[src/rtl/intrusion_alarm_ctrl.sv]
// Intrusion alarm controller: debounces the encoded zone stream and runs the
// disarmed / exit-delay / armed / entry-delay / alarm sequence.
module intrusion_alarm_ctrl #(
    parameter int          DEBOUNCE   = 4,
    parameter int          EXIT_DLY   = 16,
    parameter int          ENTRY_DLY  = 16,
    parameter logic [2:0]  ENTRY_ZONE = 3'd0
) (
    input  logic       clk,
    input  logic       rst_n,
    input  logic [2:0] intrusion_zone,
    input  logic       valid,
    input  logic       arm,
    input  logic       disarm,
    output logic       siren,
    output logic       armed,
    output logic       chime,
    output logic [2:0] alarm_zone,
    output logic       alarm_zone_vld,
    output logic [7:0] alarm_count
);

    localparam int SW   = (DEBOUNCE > 1) ? $clog2(DEBOUNCE) : 1;
    localparam int TMAX = (EXIT_DLY > ENTRY_DLY) ? EXIT_DLY : ENTRY_DLY;
    localparam int TW   = (TMAX > 1) ? $clog2(TMAX) : 1;

    localparam logic [SW-1:0] STAB_MAX = SW'(DEBOUNCE - 1);
    localparam logic [TW-1:0] EXIT_T   = TW'(EXIT_DLY - 1);
    localparam logic [TW-1:0] ENTRY_T  = TW'(ENTRY_DLY - 1);

    typedef enum logic [2:0] {
        S_DISARMED,
        S_EXIT,
        S_ARMED,
        S_ENTRY,
        S_ALARM
    } state_t;

    state_t        state;
    logic [TW-1:0] timer;

    logic [3:0]    sample;
    logic [3:0]    prev_sample;
    logic [SW-1:0] stab_cnt;
    logic          same;
    logic          det;

    assign sample = {valid, intrusion_zone};
    assign same   = (sample == prev_sample);
    // The live match term drops det the moment the zone changes, so a stale
    // saturated count can never qualify a new zone.
    assign det    = valid && same && (stab_cnt == STAB_MAX);

    // NOTE: sequential state uses non-blocking assignments so every register
    // in this block sees pre-edge values, independent of statement order.
    always_ff @(posedge clk or negedge rst_n) begin
        if (!rst_n) begin
            prev_sample <= '0;
            stab_cnt    <= '0;
        end else begin
            prev_sample <= sample;
            if (!same)
                stab_cnt <= '0;
            else if (stab_cnt != STAB_MAX)
                stab_cnt <= stab_cnt + SW'(1);
        end
    end

    // {siren, armed, chime} for a given state; outputs are loaded together
    // with the state so they change on the same edge.
    function automatic logic [2:0] decode(input state_t s);
        case (s)
            S_EXIT:  decode = 3'b001;
            S_ARMED: decode = 3'b010;
            S_ENTRY: decode = 3'b011;
            S_ALARM: decode = 3'b110;
            default: decode = 3'b000;
        endcase
    endfunction

    always_ff @(posedge clk or negedge rst_n) begin
        if (!rst_n) begin
            state          <= S_DISARMED;
            timer          <= '0;
            siren          <= 1'b0;
            armed          <= 1'b0;
            chime          <= 1'b0;
            alarm_zone     <= '0;
            alarm_zone_vld <= 1'b0;
            alarm_count    <= '0;
        end else if (disarm && state != S_DISARMED) begin
            state                 <= S_DISARMED;
            {siren, armed, chime} <= decode(S_DISARMED);
        end else begin
            case (state)
                S_DISARMED: begin
                    if (arm && !disarm) begin
                        state                 <= S_EXIT;
                        {siren, armed, chime} <= decode(S_EXIT);
                        timer                 <= EXIT_T;
                        alarm_zone            <= '0;
                        alarm_zone_vld        <= 1'b0;
                    end
                end
                S_EXIT: begin
                    if (timer == '0) begin
                        state                 <= S_ARMED;
                        {siren, armed, chime} <= decode(S_ARMED);
                    end else begin
                        timer <= timer - TW'(1);
                    end
                end
                S_ARMED: begin
                    if (det) begin
                        alarm_zone     <= intrusion_zone;
                        alarm_zone_vld <= 1'b1;
                        if (intrusion_zone == ENTRY_ZONE) begin
                            state                 <= S_ENTRY;
                            {siren, armed, chime} <= decode(S_ENTRY);
                            timer                 <= ENTRY_T;
                        end else begin
                            state                 <= S_ALARM;
                            {siren, armed, chime} <= decode(S_ALARM);
                            if (alarm_count != 8'hFF)
                                alarm_count <= alarm_count + 8'd1;
                        end
                    end
                end
                S_ENTRY: begin
                    // A non-entry zone escalates immediately and takes over the
                    // latched zone, even when the grace timer expires this cycle.
                    if (det && intrusion_zone != ENTRY_ZONE) begin
                        state                 <= S_ALARM;
                        {siren, armed, chime} <= decode(S_ALARM);
                        alarm_zone            <= intrusion_zone;
                        if (alarm_count != 8'hFF)
                            alarm_count <= alarm_count + 8'd1;
                    end else if (timer == '0) begin
                        state                 <= S_ALARM;
                        {siren, armed, chime} <= decode(S_ALARM);
                        if (alarm_count != 8'hFF)
                            alarm_count <= alarm_count + 8'd1;
                    end else begin
                        timer <= timer - TW'(1);
                    end
                end
                S_ALARM: begin
                    state <= S_ALARM;
                end
                default: begin
                    state                 <= S_DISARMED;
                    {siren, armed, chime} <= decode(S_DISARMED);
                end
            endcase
        end
    end

endmodule

[config.mk]
export PLATFORM = sky130hd
export DESIGN_NAME = intrusion_alarm_ctrl
export DESIGN_NICKNAME = d
export VERILOG_FILES = /design/src/rtl/intrusion_alarm_ctrl.sv
export SDC_FILE = /design/constraint.sdc
export NUM_CORES = 1
export LEC_CHECK = 0
export CAP_MARGIN = 5
export CORE_UTILIZATION = 50
export CTS_CLUSTER_SIZE = 10
export DETAILED_ROUTE_END_ITERATION = 12
export HOLD_SLACK_MARGIN = 0.05
export PLACE_DENSITY = 0.82
export SETUP_SLACK_MARGIN = 0.02
export SLEW_MARGIN = 30
export SYNTH_ARGS = -nofsm -noshare
export SYNTH_HDL_FRONTEND = slang
export SYNTH_SLANG_ARGS = --single-unit
[constraint.sdc]
create_clock -name clk -period 5.7 [get_ports clk]
set_input_delay 0.57 -clock clk [delete_from_list [all_inputs] [get_ports clk]]
set_output_delay 0.57 -clock clk [all_outputs]
set_load 0.05 [all_outputs]
==> impl_metrics.yaml, run 1 <==
outcome:
  outcome: "completed"
place:
  dp_slack_ps: 2770
  finalWeightedCongestion: 0.933
  place_hpwl_mm: 2.27
  dpl_cell_area_mm2: 0.00171
  io_buffers: 22
cts:
  post_cts_hold_buffer_count: 0
  htree_levels: 1
  cts_setup_buffers: 0
  cts_inserted_buffers: 3
  post_cts_resize_count: 0
  clk-insertion-delay-late_ps: 330
  clock_sinks: 28
  clkSlewWorstSetupHoldPaths_ps: 150
  cts.path.max_buffers: 2
  root_cell_of_the_clock_tree: "clkbuf_4"
  cts_tree: "done"
yosys:
  synth_flop_cell: "dfrtp_1"
  synth_common_cells: "28 x dfrtp_1, 15 x nand2_1, 13 x nor2_1"
  synth_seq_area_share_pct: 47.5
  postSynthCellCount: 149
  async_set_reset_flop_share_out_of_synthesis_pct: 100
  syn_area_per_cell_um2: 9.91
  netlist_top_cells_area: "dfrtp_1 47%, xnor2_1 5.3%, nand2_1 3.8%"
  mappedNetlistArea_mm2: 0.00148
  number_of_enable_type_register_cells_in_the_synthesized_netlist: 0
  leading_cell_type_by_number_of_instances_after_synthesis: "dfrtp_1"
  area_share_of_the_largest_cell_type_after_synthesis_pct: 47.5
  net_count_synth: 160
  synth-seq-cells: 28
  synth.lib_cells_used.distinct: 42
  largest_area_contributor_in_the_synthesized_netlist: "dfrtp_1"
  synthesis.yosys.warnings: 0
sta:
  fin_worst_skew_ps: 2.77
  worst_pin_slew_ps: 606
  fmaxAchievable_mhz: 381
  fin_setup_tns_ps: 0
  period_share_pct: 46.1
  rsz0062_at_grt: "false"
  timing.final.crit_period_ps: 2630
  final-setup-viol-count: 0
  final.setup.worst_slack_ps: 3070
  finalHoldViolations: 0
  number_of_pins_with_negative_max_slew_slack_in_the_final_report: 0
  finalHoldWorstSlack_ps: 521
  maxSlewHeadroom_pct: 59.6
detailed_routing:
  routed_wire_length_per_instance_um: 15.1
  number_of_remaining_drc_errors: 0
  dr_iter_0_viols: 52
  detail-route-antenna-nets: 0
  dr.pass1.iters: 4
  detail_route.wirelength_mm: 3.04
  post_drt_via_cell_ratio: 6.09
  dr_total_vias: 1224
floorplan:
  initial_core_util_pct: 53.1
  core-area_mm2: 0.00278
  floorplan.die.height_um: 56.3
  i_o_pin_count: 23
  rows: 19
  design.die.area_mm2: 0.00317
  fp.dieW_um: 56.3
worst_setup_path:
  timing.critical_path.fanout_max: 12
  max_stage_delay_ps: 710
  worst-setup-path-type: "input port to flip-flop"
  crit_required_ps: 5930
  start_kind: "input port"
  worstReg2RegStart: "stab_cnt[0]"
  reg2reg_slack_ps: 3270
  crit_path_top_delay_cell: "a311oi_2"
  timing.critical_path.to_type: "flip-flop"
  path_buf_inv: 1
  worst_setup_path_startpoint: "intrusion_zone[0]"
  critical_path.cell_chain: "clkdlybuf4s50_1 > xnor2_1 > nand4_1 > a311oi_2 > mux2_2"
  crit-reg2reg-capture: "alarm_count[1]"
  path_delay_family: "compound AO/OA/AOI/OAI gates"
  critical_path_arrival_ps: 2860
  rr_worst_depth: 5
global_route:
  grt_max_degree: 29
  grt_first_pass_wirelength_mm: 5.28
  antenna_violations_before_repair: 0
  global_route_usage_over_all_layers_pct: 21.0
  grt.overflow.total: 0
  vias_in_the_first_global_route: 1180
final_layout:
  diodes: 0
  nets: 182
  area_delta_synth_final_pct: 19.6
  count_of_fill_cells_added_during_filler_insertion: 237
  post_route_cells_drive_above_1_share_pct: 7.06
  final_core_util_pct: 63.5
  fin_area_mm2: 0.00177
hold_path:
  hp-start: "alarm_count[6]"
  min_path_cells: 1
  timing.hold.worst.class: "flip-flop to flip-flop"
  whs_endpoint: "alarm_count[6]"
power:
  internal_power_uw: 464
  power_switching_share_pct: 43.0
  leakagePower_uw: 0.000736
  combinationalPowerShare_pct: 46.0
  max-vdd-ir-drop_v: 0.000358
  sequentialPowerShare_pct: 38.2
  p_clk_share_pct: 15.8
  power_density_mw_per_mm2: 461
  p_switching_uw: 349
run:
  max-cap-violations: 0
-- logic make-up (layout without fill, tap and decap cells) --
group / count (synthesis) / after routing / synth area share, %
flops: 28 / 28 / 47.5
mux: 6 / 6 / 4.24
fa+ha+maj: 3 / 3 / 2.54
buf+inv: 14 / 35 / 4.07
simple gates: 59 / 59 / 21.4
xor+xnor: 12 / 12 / 7.12
compound gates: 27 / 27 / 13.1
-- area by class of cell --
| class | instances | area, um2 | share of cell area, % |
|---|---|---|---|
| Clock buffer | 3 | 22.5 | 1.28 |
| Sequential cell | 28 | 701 | 39.7 |
| Tap cell | 31 | 38.8 | 2.20 |
| Clock inverter | 1 | 30.0 | 1.70 |
| Multi-Input combinational cell | 107 | 716 | 40.5 |
| Timing Repair Buffer | 23 | 228 | 12.9 |
| Inverter | 8 | 30.0 | 1.70 |
-- layout by cell type, fill, tap and decap left out, drive strengths merged, types with 2 or more instances in the layout --
cell type / n
a211oi: 3
a21oi: 6
a2bb2oi: 2
and3: 3
clkbuf: 3
clkdlybuf4s50: 22
dfrtp: 28
ha: 3
inv: 8
mux2: 2
mux2i: 4
nand2: 15
nand3: 7
nand4: 4
nor2: 13
nor3: 4
nor4b: 2
o21a: 2
o21ai: 5
o31ai: 2
xnor2: 9
xor2: 3
-- routing by layer --
layer  global-route usage, %  part of all wire (%)  up-vias
met5                       0                     0        -
met4                    8.36                   1.6        0
met3                    3.23                   6.3        6
met2                    33.0                    47       55
met1                    29.4                    45      586
li1                        -                     -      577
-- state kept, by name, summed over array words and instances (netlist names) --
name and cells:
armed 1, prev_sample 4, timer 4, alarm_zone_vld 1, siren 1, stab_cnt 2, alarm_zone 3, state 3
chime 1, alarm_count 8
-- power by group through the flow --
stage          combinational [uW]  sequential (uW)  clock (uW)
6_report                      374              311         129
5_1_grt                       404              321         140
4_1_cts                       374              310         132
3_5_place_dp                  373              313           0
3_3_place_gp                  367              311           0
2_1_floorplan                 164              409           0
-- worst max-delay path by stage --
| stage | to | depth (start not counted) |
|---|---|---|
| 6_report | alarm_count[1] | 5 |
| 5_1_grt | alarm_count[5] | 6 |
| 4_1_cts | alarm_count[4] | 6 |
| 3_5_place_dp | alarm_count[1] | 5 |
| 3_3_place_gp | alarm_count[1] | 5 |
| 2_1_floorplan | alarm_count[1] | 5 |
-- through the flow --
stage / std cells / power [uW]
floorplan: 149 / 573
global placement: 197 / 678
detailed placement: 197 / 686
CTS: 201 / 816
global route: 201 / 865
finish: 201 / 813
-- worst reg2reg max path: cells and delay by family, from the launching register on --
family,cells,cell delay [ps]
multiplexers,1,400
flip-flops,1,410
adder cells (fa/ha/maj),1,240
AND/OR/NAND/NOR,2,580
AO/OA/AOI/OAI,1,710
(Power assumes the default switching activity.)
==> run 2, diff against run 1 <==
- CORE_UTILIZATION: 50 -> 47
- PLACE_DENSITY: 0.82 -> 0.81
- clock period: 5.7 -> 2.1 ns (I/O delays scaled with it)
==> impl_metrics.yaml, run 2 (same netlist as run 1, synthesis figures left out) <==
cts:
  root_cell_of_the_clock_tree: "clkbuf_4"
  cts_inserted_buffers: 3
  clk-insertion-delay-late_ps: 330
  clkSlewWorstSetupHoldPaths_ps: 150
  cts_tree: "done"
  cts.path.max_buffers: 2
  post_cts_hold_buffer_count: 0
  htree_levels: 1
  clock_sinks: 28
place:
  dpl_cell_area_mm2: 0.00183
  dp_slack_ps: -132
  finalWeightedCongestion: 0.916
  place_hpwl_mm: 2.36
  io_buffers: 22
sta:
  period_share_pct: 96.3
  fmaxAchievable_mhz: 494
  rsz0062_at_grt: "true"
  number_of_pins_with_negative_max_slew_slack_in_the_final_report: 0
  worst_pin_slew_ps: 591
  finalHoldViolations: 0
  fin_worst_skew_ps: 3.37
  timing.final.crit_period_ps: 2020
  final-setup-viol-count: 0
  maxSlewHeadroom_pct: 60.5
  final.setup.worst_slack_ps: 77.4
  finalHoldWorstSlack_ps: 235
run:
  max-cap-violations: 0
floorplan:
  i_o_pin_count: 23
  rows: 19
  fp.dieW_um: 58.0
  core-area_mm2: 0.00288
  initial_core_util_pct: 51.3
  floorplan.die.height_um: 58.0
  design.die.area_mm2: 0.00337
final_layout:
  leading_cell_types_in_the_layout_fill_and_taps_excluded: "28 x dfrtp_1, 22 x clkdlybuf4s50_1, 16 x buf_4"
  post_route_cells_drive_above_1_share_pct: 15.7
  layout.cells.most_common: "dfrtp_1"
  nets: 197
  largest_register_ffs: 8
  max_flop_register: "alarm_count"
  fin_area_mm2: 0.00191
  registers_with_the_most_flip_flops: "alarm_count (8), prev_sample (4), timer (4)"
  area_delta_synth_final_pct: 29.6
  count_of_fill_cells_added_during_filler_insertion: 230
  diodes: 0
global_route:
  antenna_violations_before_repair: 0
  vias_in_the_first_global_route: 1250
  grt_first_pass_wirelength_mm: 5.49
  grt_max_degree: 29
  global_route_usage_over_all_layers_pct: 21.4
  grt.overflow.total: 0
power:
  power_density_mw_per_mm2: 1200
  leakagePower_uw: 0.000825
  tot_pwr_uw: 2300
  max-vdd-ir-drop_v: 0.000702
worst_setup_path:
  crit_required_ps: 2340
  cp_common_cell: "buf_4"
  crit_path_end: "timer[0]"
  reg2reg_slack_ps: 80
  worst-setup-path-type: "flip-flop to flip-flop"
  max_stage_delay_ps: 420
  crit_path_top_delay_cell: "dfrtp_1"
  timing.critical_path.fanout_max: 9
  timing.critical_path.to_type: "flip-flop"
  start_kind: "flip-flop"
  critical_path.cell_chain: "ha_1 > and3_1 > nand4_1 > buf_4 > buf_4 > nand3_1 > and4_2 > mux2_2"
  worstReg2RegStart: "stab_cnt[0]"
  crit-reg2reg-capture: "timer[0]"
  critical_path_arrival_ps: 2260
  rr_worst_depth: 8
  worst_setup_path_startpoint: "stab_cnt[0]"
outcome:
  outcome: "complete, but fails checks"
  violations: "design-rule violations"
hold_path:
  timing.hold.worst.class: "input port to asynchronous set/reset pin"
detailed_routing:
  detail_route.wirelength_mm: 3.28
  post_drt_via_cell_ratio: 5.63
  number_of_remaining_drc_errors: 2
  routed_wire_length_per_instance_um: 14.4
  dr_total_vias: 1279
  dr.pass1.iters: 8
  dr_iter_0_viols: 55
  detail-route-antenna-nets: 0
[run 2: layout make-up]
type | count | area, um2 | share of cell area (%)
multi-input cells | 107 | 737 | 38.5
inverters | 8 | 30.0 | 1.57
flip-flops and latches | 28 | 701 | 36.6
clock inverters | 1 | 30.0 | 1.57
repair buffers | 38 | 340 | 17.8
clock buffers | 3 | 22.5 | 1.18
well taps | 42 | 52.6 | 2.75
[run 2: worst min path at each step]
stage          slack, ps        endpoint  depth (start not counted)
2_1_floorplan        -90  alarm_count[0]                          0
3_3_place_gp         490  alarm_count[6]                          1
3_5_place_dp         500  alarm_count[7]                          1
4_1_cts              240  prev_sample[1]                          2
5_1_grt              270  alarm_count[0]                          2
6_report             230        timer[0]                          2
[run 2: metal layers]
layer	track usage, %	up-vias	share of wire, %
met5	0	-	0
met4	7.14	0	0.85
met1	26.0	627	43
met3	5.36	4	5.2
li1	-	605	-
met2	36.9	43	51
[run 2: critical path, delay by kind of cell (launching register included)]
kind                     cells  cell delay (ps)
flip-flops                   1              420
AND/OR/NAND/NOR              4              670
multiplexers                 1              270
adder cells (fa/ha/maj)      1              250
buffers and inverters        2              310
[run 2: where the power goes]
group	leakage, uW	total (uW)	internal (uW)	switching (uW)
Combinational	0.000444	1130	441	687
Clock	0.0000279	353	193	159
Sequential	0.000352	820	680	140
Total	0.000825	2300	1310	986
[run 2: timing repair]
| item | 4_1_cts | 5_1_grt |
|---|---|---|
| pin swaps | 0 | 1 |
| setup endpoints to repair | 2 | 10 |
| resized for setup | 1 | 4 |
| buffers inserted | 0 | 1 |
[run 2: stage by stage]
step | cells | utilization (%) | TNS [ps]
2_1_floorplan | 149 | - | 0
3_3_place_gp | 222 | 63.7 | -145
3_5_place_dp | 222 | 63.7 | -592
4_1_cts | 226 | 65.9 | 0
5_1_grt | 227 | 66.5 | -0.363
6_report | 227 | 66.5 | 0
